File: config.mk
export PLATFORM = sky130hd
export DESIGN_NAME = mod_counter
export DESIGN_NICKNAME = d
export VERILOG_FILES = /design/src/rtl/mod_counter_pkg.sv /design/src/rtl/mod_counter_next.sv /design/src/rtl/mod_counter.sv
export SDC_FILE = /design/constraint.sdc
export NUM_CORES = 1
export LEC_CHECK = 0
export ABC_AREA = 1
export BUFFER_PORTS_ARGS = -buffer_cell sky130_fd_sc_hd__buf_2
export CAP_MARGIN = 20
export CORE_UTILIZATION = 47
export CTS_BUF_LIST = sky130_fd_sc_hd__clkbuf_4
export CTS_CLUSTER_SIZE = 28
export DETAILED_ROUTE_END_ITERATION = 7
export PLACE_DENSITY = 0.72
export SLEW_MARGIN = 10
export SYNTH_ARGS = -nofsm -noshare
export SYNTH_HDL_FRONTEND = slang
export SYNTH_SLANG_ARGS = --single-unit
File: constraint.sdc
create_clock -name clk -period 3.2 [get_ports clk]
set_input_delay 0.64 -clock clk [delete_from_list [all_inputs] [get_ports clk]]
set_output_delay 0.64 -clock clk [all_outputs]
set_load 0.1 [all_outputs]
File: src/rtl/mod_counter_pkg.sv
// ============================================================================
//  Module   : mod_counter_pkg
//  Purpose  : Shared direction constants and load-clamp helper for mod_counter.
//  Revision : 1.0 - initial release
// ============================================================================
`default_nettype none

package mod_counter_pkg;

   localparam logic CNT_DOWN = 1'b0;
   localparam logic CNT_UP   = 1'b1;

   // Out-of-range load values park at the top of the count range.
   function automatic logic [63:0] clamp_load(input logic [63:0] value,
                                              input logic [63:0] modulus);
      logic [63:0] top;
      top = modulus - 64'd1;
      return (value > top) ? top : value;
   endfunction

endpackage : mod_counter_pkg

`default_nettype wire

File: src/rtl/mod_counter_next.sv
// ============================================================================
//  Module   : mod_counter_next
//  Purpose  : Combinational next-count and wrap-detect logic for mod_counter.
//  Revision : 1.0 - initial release
// ============================================================================
`default_nettype none

module mod_counter_next
   import mod_counter_pkg::*;
#(
   parameter int unsigned     WIDTH   = 8,
   parameter longint unsigned MODULUS = longint'(1) << WIDTH
) (
   input  logic [WIDTH-1:0] count,
   input  logic             en,
   input  logic             up,
   input  logic             sat,
   output logic [WIDTH-1:0] next,
   output logic             wrap_next
);

   localparam logic [WIDTH:0] C_MAX  = (WIDTH+1)'(MODULUS - 64'd1);
   localparam logic [WIDTH:0] C_ONE  = (WIDTH+1)'(1);
   localparam logic [WIDTH:0] C_ZERO = '0;

   logic [WIDTH:0] w_count_ext;
   logic [WIDTH:0] w_inc;
   logic [WIDTH:0] w_dec;
   logic           w_at_max;
   logic           w_at_zero;

   // One guard bit keeps the +1/-1 arithmetic free of register overflow.
   assign w_count_ext = {1'b0, count};
   assign w_inc       = w_count_ext + C_ONE;
   assign w_dec       = w_count_ext - C_ONE;
   assign w_at_max    = (w_count_ext == C_MAX);
   assign w_at_zero   = (w_count_ext == C_ZERO);

   always_comb begin
      next      = count;
      wrap_next = 1'b0;
      if (en) begin
         if (up == CNT_UP) begin
            if (!w_at_max) begin
               next = w_inc[WIDTH-1:0];
            end else if (!sat) begin
               next      = '0;
               wrap_next = 1'b1;
            end
         end else begin
            if (!w_at_zero) begin
               next = w_dec[WIDTH-1:0];
            end else if (!sat) begin
               next      = C_MAX[WIDTH-1:0];
               wrap_next = 1'b1;
            end
         end
      end
   end

endmodule : mod_counter_next

`default_nettype wire

File: src/rtl/mod_counter.sv
// ============================================================================
//  Module   : mod_counter
//  Purpose  : Up/down modulo-N counter with clear, clamped load, terminal
//             count and registered wrap pulse. Define COUNTER_SAT_EN to add
//             the sat port (saturate instead of wrap).
//  Revision : 1.0 - initial release
// ============================================================================
`default_nettype none

module mod_counter
   import mod_counter_pkg::*;
#(
   parameter int unsigned     WIDTH   = 8,
   parameter longint unsigned MODULUS = longint'(1) << WIDTH
) (
   input  logic             clk,
   input  logic             rst_n,
   input  logic             en,
   input  logic             up,
   input  logic             clr,
   input  logic             load,
   input  logic [WIDTH-1:0] load_val,
`ifdef COUNTER_SAT_EN
   input  logic             sat,
`endif
   output logic [WIDTH-1:0] count,
   output logic             tc,
   output logic             wrap
);

   localparam logic [63:0]    C_MODULUS = 64'(MODULUS);
   localparam logic [WIDTH:0] C_MAX     = (WIDTH+1)'(MODULUS - 64'd1);

   logic [WIDTH-1:0] count_q;
   logic [WIDTH-1:0] count_d;
   logic             wrap_q;
   logic             wrap_d;
   logic [WIDTH-1:0] w_next;
   logic             w_wrap_next;
   logic [WIDTH-1:0] w_load_val;
   logic             w_sat;

`ifdef COUNTER_SAT_EN
   assign w_sat = sat;
`else
   assign w_sat = 1'b0;
`endif

   mod_counter_next #(
      .WIDTH     (WIDTH),
      .MODULUS   (MODULUS)
   ) u_next (
      .count     (count_q),
      .en        (en),
      .up        (up),
      .sat       (w_sat),
      .next      (w_next),
      .wrap_next (w_wrap_next)
   );

   assign w_load_val = WIDTH'(clamp_load(64'(load_val), C_MODULUS));

   always_comb begin
      count_d = count_q;
      wrap_d  = 1'b0;
      if (clr) begin
         count_d = '0;
      end else if (load) begin
         count_d = w_load_val;
      end else begin
         count_d = w_next;
         wrap_d  = w_wrap_next;
      end
   end

   always_ff @(posedge clk or negedge rst_n) begin
      if (!rst_n) begin
         count_q <= '0;
         wrap_q  <= 1'b0;
      end else begin
         count_q <= count_d;
         wrap_q  <= wrap_d;
      end
   end

   // Terminal count is combinational so a cascaded stage steps on the same edge.
   assign tc    = en & ((up == CNT_UP) ? ({1'b0, count_q} == C_MAX)
                                       : (count_q == '0));
   assign count = count_q;
   assign wrap  = wrap_q;

endmodule : mod_counter

`default_nettype wire

**Word-level counts from Yosys, hierarchy flattened**

Index checks and enable logic that the tools add are counted.

- Register bits after elaboration: 9
- Input port bits: 14
- Output and inout bits: 10

- $add $sub $neg: 2
- Equality and inequality tests: 1
- Muxes and demuxes: 13
- Bitwise gates (word level): 1
- Reduce and logical (&&, ||, !) cells: 3

Operators with widths:

| cell | count |
|---|---|
| $mux W8 | 6 |
| $logic_not A9 Y1 | 1 |
| $add A8 B1 Y8 const B | 1 |
| $eq A8 B8 Y1 const B | 1 |
| $logic_not A8 Y1 | 1 |
| $sub A8 B1 Y8 const B | 1 |
| $mux W1 | 7 |
| $reduce_bool A3 Y1 | 1 |
| $and A1 B1 Y1 | 1 |

**Longest topological paths before layout**

Gate-level depths: netlist of the first run.

- Word-level depth: 6
- Mapped depth: 11

**Cells and area by module**

From an unflattened synthesis of the first run, not the netlist that was laid out.

- Cell total of the unflattened synthesis: 197
- Area total of the unflattened synthesis: 1197.4 um^2

Modules (own cells, without submodules):

| module | times used | cells an instance | area each (um^2) | sequential area each (um^2) |
|---|---|---|---|---|
| mod_counter_next | 1 | 141 | 769.5 | 0.0 |
| mod_counter | 1 | 56 | 427.9 | 225.2 |

**Worst setup path after synthesis of the first run**

Ideal clock, no wire load.

- Path kind: reg-to-output
- Start: reg count_q[1], in the netlist count[1]
- End: out tc
- Arrival time: 2.384 ns
- Data required time: 2.560 ns
- Path slack: 0.176 ns
- Cell stages (with the launch flop): 8
- Buffers on the path: 0
- Path through: dfrtp_1 ha_1 inv_1 nor2_2 nand2_1 a21oi_2 nand2_1 inv_1

- Word-level cells in the longest chain between the ends: 3
- Elaborated cells on any way between the ends: 4
- Those cells by class: eq/ne: 1; mux: 1; bitwise: 1; reduce/logical: 1

RTL lines:

| element | RTL line | text |
|---|---|---|
| start, declared | mod_counter.sv:34 | `logic [WIDTH-1:0] count_q;` |
| start signal, assigned | mod_counter.sv:81 | `count_q <= count_d;` |
| $eq A8 B8 Y1 / $logic_not A8 Y1 (equally long branches) | mod_counter.sv:87, mod_counter.sv:88 |  |
| $mux W1 (*) | mod_counter.sv:87 | `assign tc = en & ((up == CNT_UP) ? ({1'b0, count_q} == C_MAX)` |
| $and A1 B1 Y1 (*) | mod_counter.sv:87 |  |
| end, declared | mod_counter.sv:27 | `output logic tc,` |

Every way passes the cells marked *; elsewhere a longest branch is shown, timed or not.

**Worst setup path in the final report of the first run**

- Start: reg count_q[0], in the netlist count[0]
- End: out tc

Same word-level chain as after synthesis.

==> results.json, run 1 <==
{
  "route.detailed.drc": 0,
  "drt.antenna.violating_nets": 0,
  "route.final.wire_length_mm": 2.24,
  "end_kind": "output pin",
  "p_per_area_mw_per_mm2": 434,
  "fin_skew_ps": 4.44,
  "final_max_slew_viol_count": 0,
  "routabilityCongestion": 0.812,
  "nFillCells": 184,
  "core_area_mm2": 0.00180,
  "reg2regPathDepth": 10,
  "reg2reg_from": "count[0]",
  "r2r_setup_slack_ps": 1610,
  "syn-instance-count": 157,
  "path_clk_slew_ps": 70,
  "top_level_ports": 24,
  "h-tree-depth": 1,
  "port_buffers": 23,
  "hpwlAfterDp_mm": 1.71,
  "via_total_after_detailed_routing": 986,
  "synth.ff_latch_count": 9,
  "routedWlPerCell_um": 11.0,
  "syn-mean-instance-area_um2": 6.06,
  "iteration_count_of_the_initial_detailed_routing_pass": 4,
  "initial_utilization": 0.528,
  "clock-sinks": 9,
  "post-route-period-util": 0.848,
  "ir_worst_vdd_v": 0.000244,
  "post-route-min-period_ps": 2710,
  "fmaxAchievable_mhz": 368,
  "syn_area_um2": 951,
  "pin_count_of_the_biggest_net_entering_global_routing": 15,
  "report.final.setup_viol": 0,
  "worst_ep_required_time_ps": 2560,
  "fp.dieH_um": 47.0,
  "worst_setup_timing_slack_at_the_placement_stage_ps": 785,
  "hold_class": "primary input to asynchronous set/reset pin",
  "synthToLayoutAreaGrowth_pct": 13.2,
  "floorplan.rows": 15,
  "cts-buffers-inserted": 3,
  "antenna_cells": 0,
  "grt_setup_unrepaired": "false",
  "tightest_slew_ps": 609,
  "finish.net_count": 196,
  "globalRouteOverflowTotal": 0,
  "finalSetupTns_ps": 0,
  "synth_cell_type_count": 23,
  "syn_nets": 174,
  "drv_cap": 0,
  "post_cts_buffers": 0,
  "synthesis.yosys.warnings": 0,
  "route.detailed.vias_per_inst": 4.86,
  "wire_length_of_the_first_global_routing_pass_mm": 3.72,
  "arrival_ps": 2070,
  "ctsRootBufferMaster": "sky130_fd_sc_hd__clkbuf_4",
  "timing.rr.end": "count[4]",
  "power_leakage_nw": 0.579,
  "critPathCapture": "tc",
  "dieArea_mm2": 0.00221,
  "number_of_antenna_violations_at_the_first_check_in_global_routing": 0,
  "dieWidth_um": 47.0,
  "worstSetupStartpointType": "register",
  "worst_slew_margin_rel": 0.592,
  "timing_worst_setup_path_type": "register to output pin",
  "grt_use_total": 0.238,
  "cts_hold_buf": 0,
  "placed_cells_incl_taps": 199,
  "post_route_total_power_mw": 0.467,
  "layout_setup_ws_ps": 485,
  "drt_first_iter_violations": 31,
  "post_route_cells_drive_above_1_share": 0.236,
  "critical_path_peak_fanout": 7,
  "run_status": "finished, final reports clean",
  "ys_seq_area_frac": 0.237,
  "final_cells": 203,
  "finalHoldViolCount": 0,
  "post_cts_resize_count": 0,
  "setup.worst_path.start": "count[0]",
  "clock_tree_from_tritoncts": "built",
  "grt_pass1_vias": 852,
  "clk_path_buf_depth": 2,
  "worst_skew_pair.late_latency_ps": 260
}
[logic make-up after synthesis]
kind of cell,share of synthesized area
AND/OR/NAND/NOR,0.497
buffers and inverters,0.118
AO/OA/AOI/OAI,0.0987
flip-flops,0.237
adder cells (fa/ha/maj),0.0395
XOR/XNOR,0.00921
[where the power goes]
part	internal, mW	leakage (nW)	switching (mW)
Clock	0.0566	0.0184	0.0424
Combinational	0.0555	0.444	0.160
Sequential	0.124	0.116	0.0287
Total	0.236	0.579	0.231
[registers in the layout (all words and copies together), names as in the netlist]
name and count:
wrap 1, count 8
[synth_stat cells, drive strengths merged]
cell	n	area, um^2
nand3	13	65.1
nand4	1	6.26
ha	3	37.5
buf	6	51.3
nand2	56	215
xnor2	1	8.76
clkinv	1	5.00
dfrtp	9	225
a21oi	4	23.8
nor3	2	20.0
o21ai	14	70.1
inv	15	56.3
nor2	31	160
or2	1	6.26
[area by class of cell]
type                    instances  area [um^2]  area share
flip-flops and latches          9          225       0.209
repair buffers                 23          115       0.107
clock buffers                   4         30.0      0.0279
well taps                      25         31.3      0.0291
multi-input cells             126          613       0.570
inverters                      16         61.3      0.0570
[layout by cell type (no fill, tap or decap)]
cell type                   n
sky130_fd_sc_hd__o21ai_0   10
sky130_fd_sc_hd__nand4_1    1
sky130_fd_sc_hd__a21oi_1    3
sky130_fd_sc_hd__nor2_1    23
sky130_fd_sc_hd__a21oi_2    1
sky130_fd_sc_hd__ha_1       3
sky130_fd_sc_hd__xnor2_1    1
sky130_fd_sc_hd__clkbuf_4   4
sky130_fd_sc_hd__clkinv_2   1
sky130_fd_sc_hd__inv_1     14
sky130_fd_sc_hd__nor2_2     5
sky130_fd_sc_hd__nand3_1   13
sky130_fd_sc_hd__buf_2     23
sky130_fd_sc_hd__nand2_1   54
sky130_fd_sc_hd__nor3_2     2
sky130_fd_sc_hd__nand2_2    2
sky130_fd_sc_hd__o21ai_1    4
sky130_fd_sc_hd__nor2_4     2
sky130_fd_sc_hd__inv_2      1
sky130_fd_sc_hd__or2_1      1
sky130_fd_sc_hd__nor2_8     1
sky130_fd_sc_hd__dfrtp_1    9
[layer usage]
layer  up-vias  track usage  routed length (um)
met5         -            0                   0
met4         0       0.0971                  15
met1       422        0.351                1080
met2        29        0.347                1030
li1        533            -                   -
met3         2       0.0346                 107
[critical path: stages, from the launching register on]
cell and delay [ps]:
sky130_fd_sc_hd__dfrtp_1 440, sky130_fd_sc_hd__inv_1 170, sky130_fd_sc_hd__ha_1 170, sky130_fd_sc_hd__nand3_1 90
sky130_fd_sc_hd__nor2_2 190, sky130_fd_sc_hd__nor2_4 90, sky130_fd_sc_hd__a21oi_2 120, sky130_fd_sc_hd__nand2_1 80
sky130_fd_sc_hd__inv_1 50, sky130_fd_sc_hd__buf_2 410
[worst min path at each step]
| stage | from | to | cells after the start |
|---|---|---|---|
| after floorplan | rst_n | count[0] | 0 |
| after global placement | rst_n | wrap | 1 |
| after detailed placement | rst_n | wrap | 1 |
| after CTS | rst_n | count[4] | 1 |
| after global routing | rst_n | count[4] | 1 |
| final | rst_n | count[4] | 1 |
[through the flow]
stage | hold slack, ps | utilization | cell area [um^2]
floorplan | 344 | - | 951
global placement | 506 | 0.581 | 1050
detailed placement | 512 | 0.581 | 1050
CTS | 226 | 0.597 | 1080
global route | 226 | 0.597 | 1080
finish | 221 | 0.597 | 1080
(Power assumes the default switching activity.)
==> run 2, diff against run 1 <==
Settings changed: PLACE_DENSITY 0.72 to 0.75.
Clock period 3.2 ns to 2.44 ns, I/O delays scaled along.
==> results.json, run 2 (synthesis results as in run 1) <==
{
  "gate_family_responsible_for_the_most_delay_along_the_worst_path": "flip-flops",
  "h-tree-depth": 1,
  "routabilityCongestion": 0.895,
  "fin_skew_ps": 0.488,
  "end_kind": "output pin",
  "grt_pass1_vias": 839,
  "finalHoldViolCount": 0,
  "port_buffers": 23,
  "ir_worst_vdd_v": 0.000400,
  "max_stage_delay_ps": 510,
  "post_cts_buffers": 0,
  "iteration_count_of_the_initial_detailed_routing_pass": 4,
  "drv_cap": 0,
  "worst_ep_required_time_ps": 1950,
  "hold_class": "primary input to asynchronous set/reset pin",
  "route.detailed.vias_per_inst": 5.09,
  "worst_path_max_delay_cell": "sky130_fd_sc_hd__dfrtp_4",
  "initial_utilization": 0.528,
  "worstSetupStartpointType": "register",
  "critical_path_peak_fanout": 7,
  "reg2regPathDepth": 8,
  "run_status": "finished, final reports clean",
  "finalSetupTns_ps": 0,
  "internal_mw": 0.318,
  "layout.cells.most_common_list": "sky130_fd_sc_hd__nand2_1, sky130_fd_sc_hd__nor2_1, sky130_fd_sc_hd__buf_2, sky130_fd_sc_hd__nand3_1, sky130_fd_sc_hd__inv_1",
  "pin_count_of_the_biggest_net_entering_global_routing": 15,
  "dieArea_mm2": 0.00221,
  "finish.net_count": 197,
  "wire_length_of_the_first_global_routing_pass_mm": 3.84,
  "reg2reg_from": "count[0]",
  "fmaxAchievable_mhz": 422,
  "final_max_slew_viol_count": 0,
  "report.final.setup_viol": 0,
  "top_level_ports": 24,
  "clk_path_buf_depth": 2,
  "hpwlAfterDp_mm": 1.81,
  "setup.worst_path.start": "count[0]",
  "grt_use_total": 0.253,
  "r2r_setup_slack_ps": 900,
  "clock_tree_from_tritoncts": "built",
  "grt_setup_unrepaired": "false",
  "power.sequential.fraction": 0.322,
  "arrival_ps": 1880,
  "swShare": 0.496,
  "route.detailed.drc": 0,
  "core_area_mm2": 0.00180,
  "cts-buffers-inserted": 3,
  "synthToLayoutAreaGrowth_pct": 17.8,
  "number_of_antenna_violations_at_the_first_check_in_global_routing": 0,
  "p_switching_mw": 0.312,
  "number_of_flip_flops_in_the_largest_register": 8,
  "globalRouteOverflowTotal": 0,
  "worst-path-stages": 9,
  "power_leakage_nw": 0.569,
  "nFillCells": 191,
  "via_total_after_detailed_routing": 1038,
  "dieWidth_um": 47.0,
  "post-route-min-period_ps": 2370,
  "fp.dieH_um": 47.0,
  "clock-sinks": 9,
  "tightest_slew_ps": 486,
  "floorplan.rows": 15,
  "path_clk_slew_ps": 70,
  "timing_worst_setup_path_type": "register to output pin",
  "post_route_cells_drive_above_1_share": 0.302,
  "crit_chain": "inv_4, ha_1, nand3_1, nor2_2, nor2_4, a21oi_2, nand2_2, clkinvlp_4, buf_12",
  "multiInputGateArea_um2": 616,
  "drt.antenna.violating_nets": 0,
  "pwr-share-comb": 0.460,
  "post_route_total_power_mw": 0.630,
  "worst_skew_pair.late_latency_ps": 270,
  "ctsRootBufferMaster": "sky130_fd_sc_hd__clkbuf_4",
  "route.final.wire_length_mm": 2.41,
  "drt_first_iter_violations": 30,
  "area.sequential_um2": 238,
  "antenna_cells": 0,
  "layout.cells.most_common": "sky130_fd_sc_hd__nand2_1",
  "post-route-period-util": 0.971,
  "routedWlPerCell_um": 11.8,
  "worst-path-buf-inv": 3,
  "cts_hold_buf": 0,
  "timing.rr.end": "wrap",
  "p_per_area_mw_per_mm2": 562,
  "worst_slew_margin_rel": 0.678,
  "clockPowerShare": 0.217
}
-- run 2: worst reg2reg max path: stages (launching register included) --
cell and delay (ps):
sky130_fd_sc_hd__dfrtp_4 510, sky130_fd_sc_hd__inv_4 90, sky130_fd_sc_hd__ha_1 150, sky130_fd_sc_hd__nand3_1 100, sky130_fd_sc_hd__nor2_2 200, sky130_fd_sc_hd__nor2_4 80, sky130_fd_sc_hd__a21oi_2 130, sky130_fd_sc_hd__nand2_2 90
sky130_fd_sc_hd__nor3_2 110
-- run 2: how the worst max path moves through the flow --
stage	to
after floorplan	tc
after global placement	tc
after detailed placement	tc
after CTS	tc
after global routing	tc
final	tc
-- run 2: area by class of cell --
cell class	instances	share of cell area
Clock buffer	4	0.0268
Inverter	16	0.0603
Multi-Input combinational cell	126	0.550
Tap cell	25	0.0279
Timing Repair Buffer	24	0.123
Sequential cell	9	0.212
-- run 2: what timing repair did --
item / in CTS / in global routing
resized for setup: 1 / 2
pin swaps: 1 / 1
setup endpoints to repair: 1 / 1
-- run 2: through the flow --
step	setup slack [ps]	hold slack [ps]	instance area [um^2]	util	std cells
final	69.8	70.8	1120	0.622	204
after global routing	2.57	87.4	1120	0.622	204
after CTS	55.5	77.5	1110	0.619	204
after detailed placement	276	366	1080	0.602	200
after global placement	361	362	1080	0.602	200
after floorplan	71.9	192	967	-	157
-- run 2: power by group through the flow --
| stage | Combinational (mW) | Sequential, mW | Clock (mW) |
|---|---|---|---|
| 3_5_place_dp | 0.289 | 0.205 | 0 |
| 5_1_grt | 0.317 | 0.207 | 0.145 |
| 2_1_floorplan | 0.157 | 0.284 | 0 |
| 4_1_cts | 0.290 | 0.202 | 0.140 |
| 6_report | 0.290 | 0.203 | 0.137 |
| 3_3_place_gp | 0.286 | 0.204 | 0 |
-- run 2: per-layer routing --
layer,track usage,up-vias,wire [um]
met1,0.327,470,1120
li1,-,531,-
met2,0.444,33,1140
met3,0.0269,4,122
met5,0,-,0
met4,0.0686,0,16
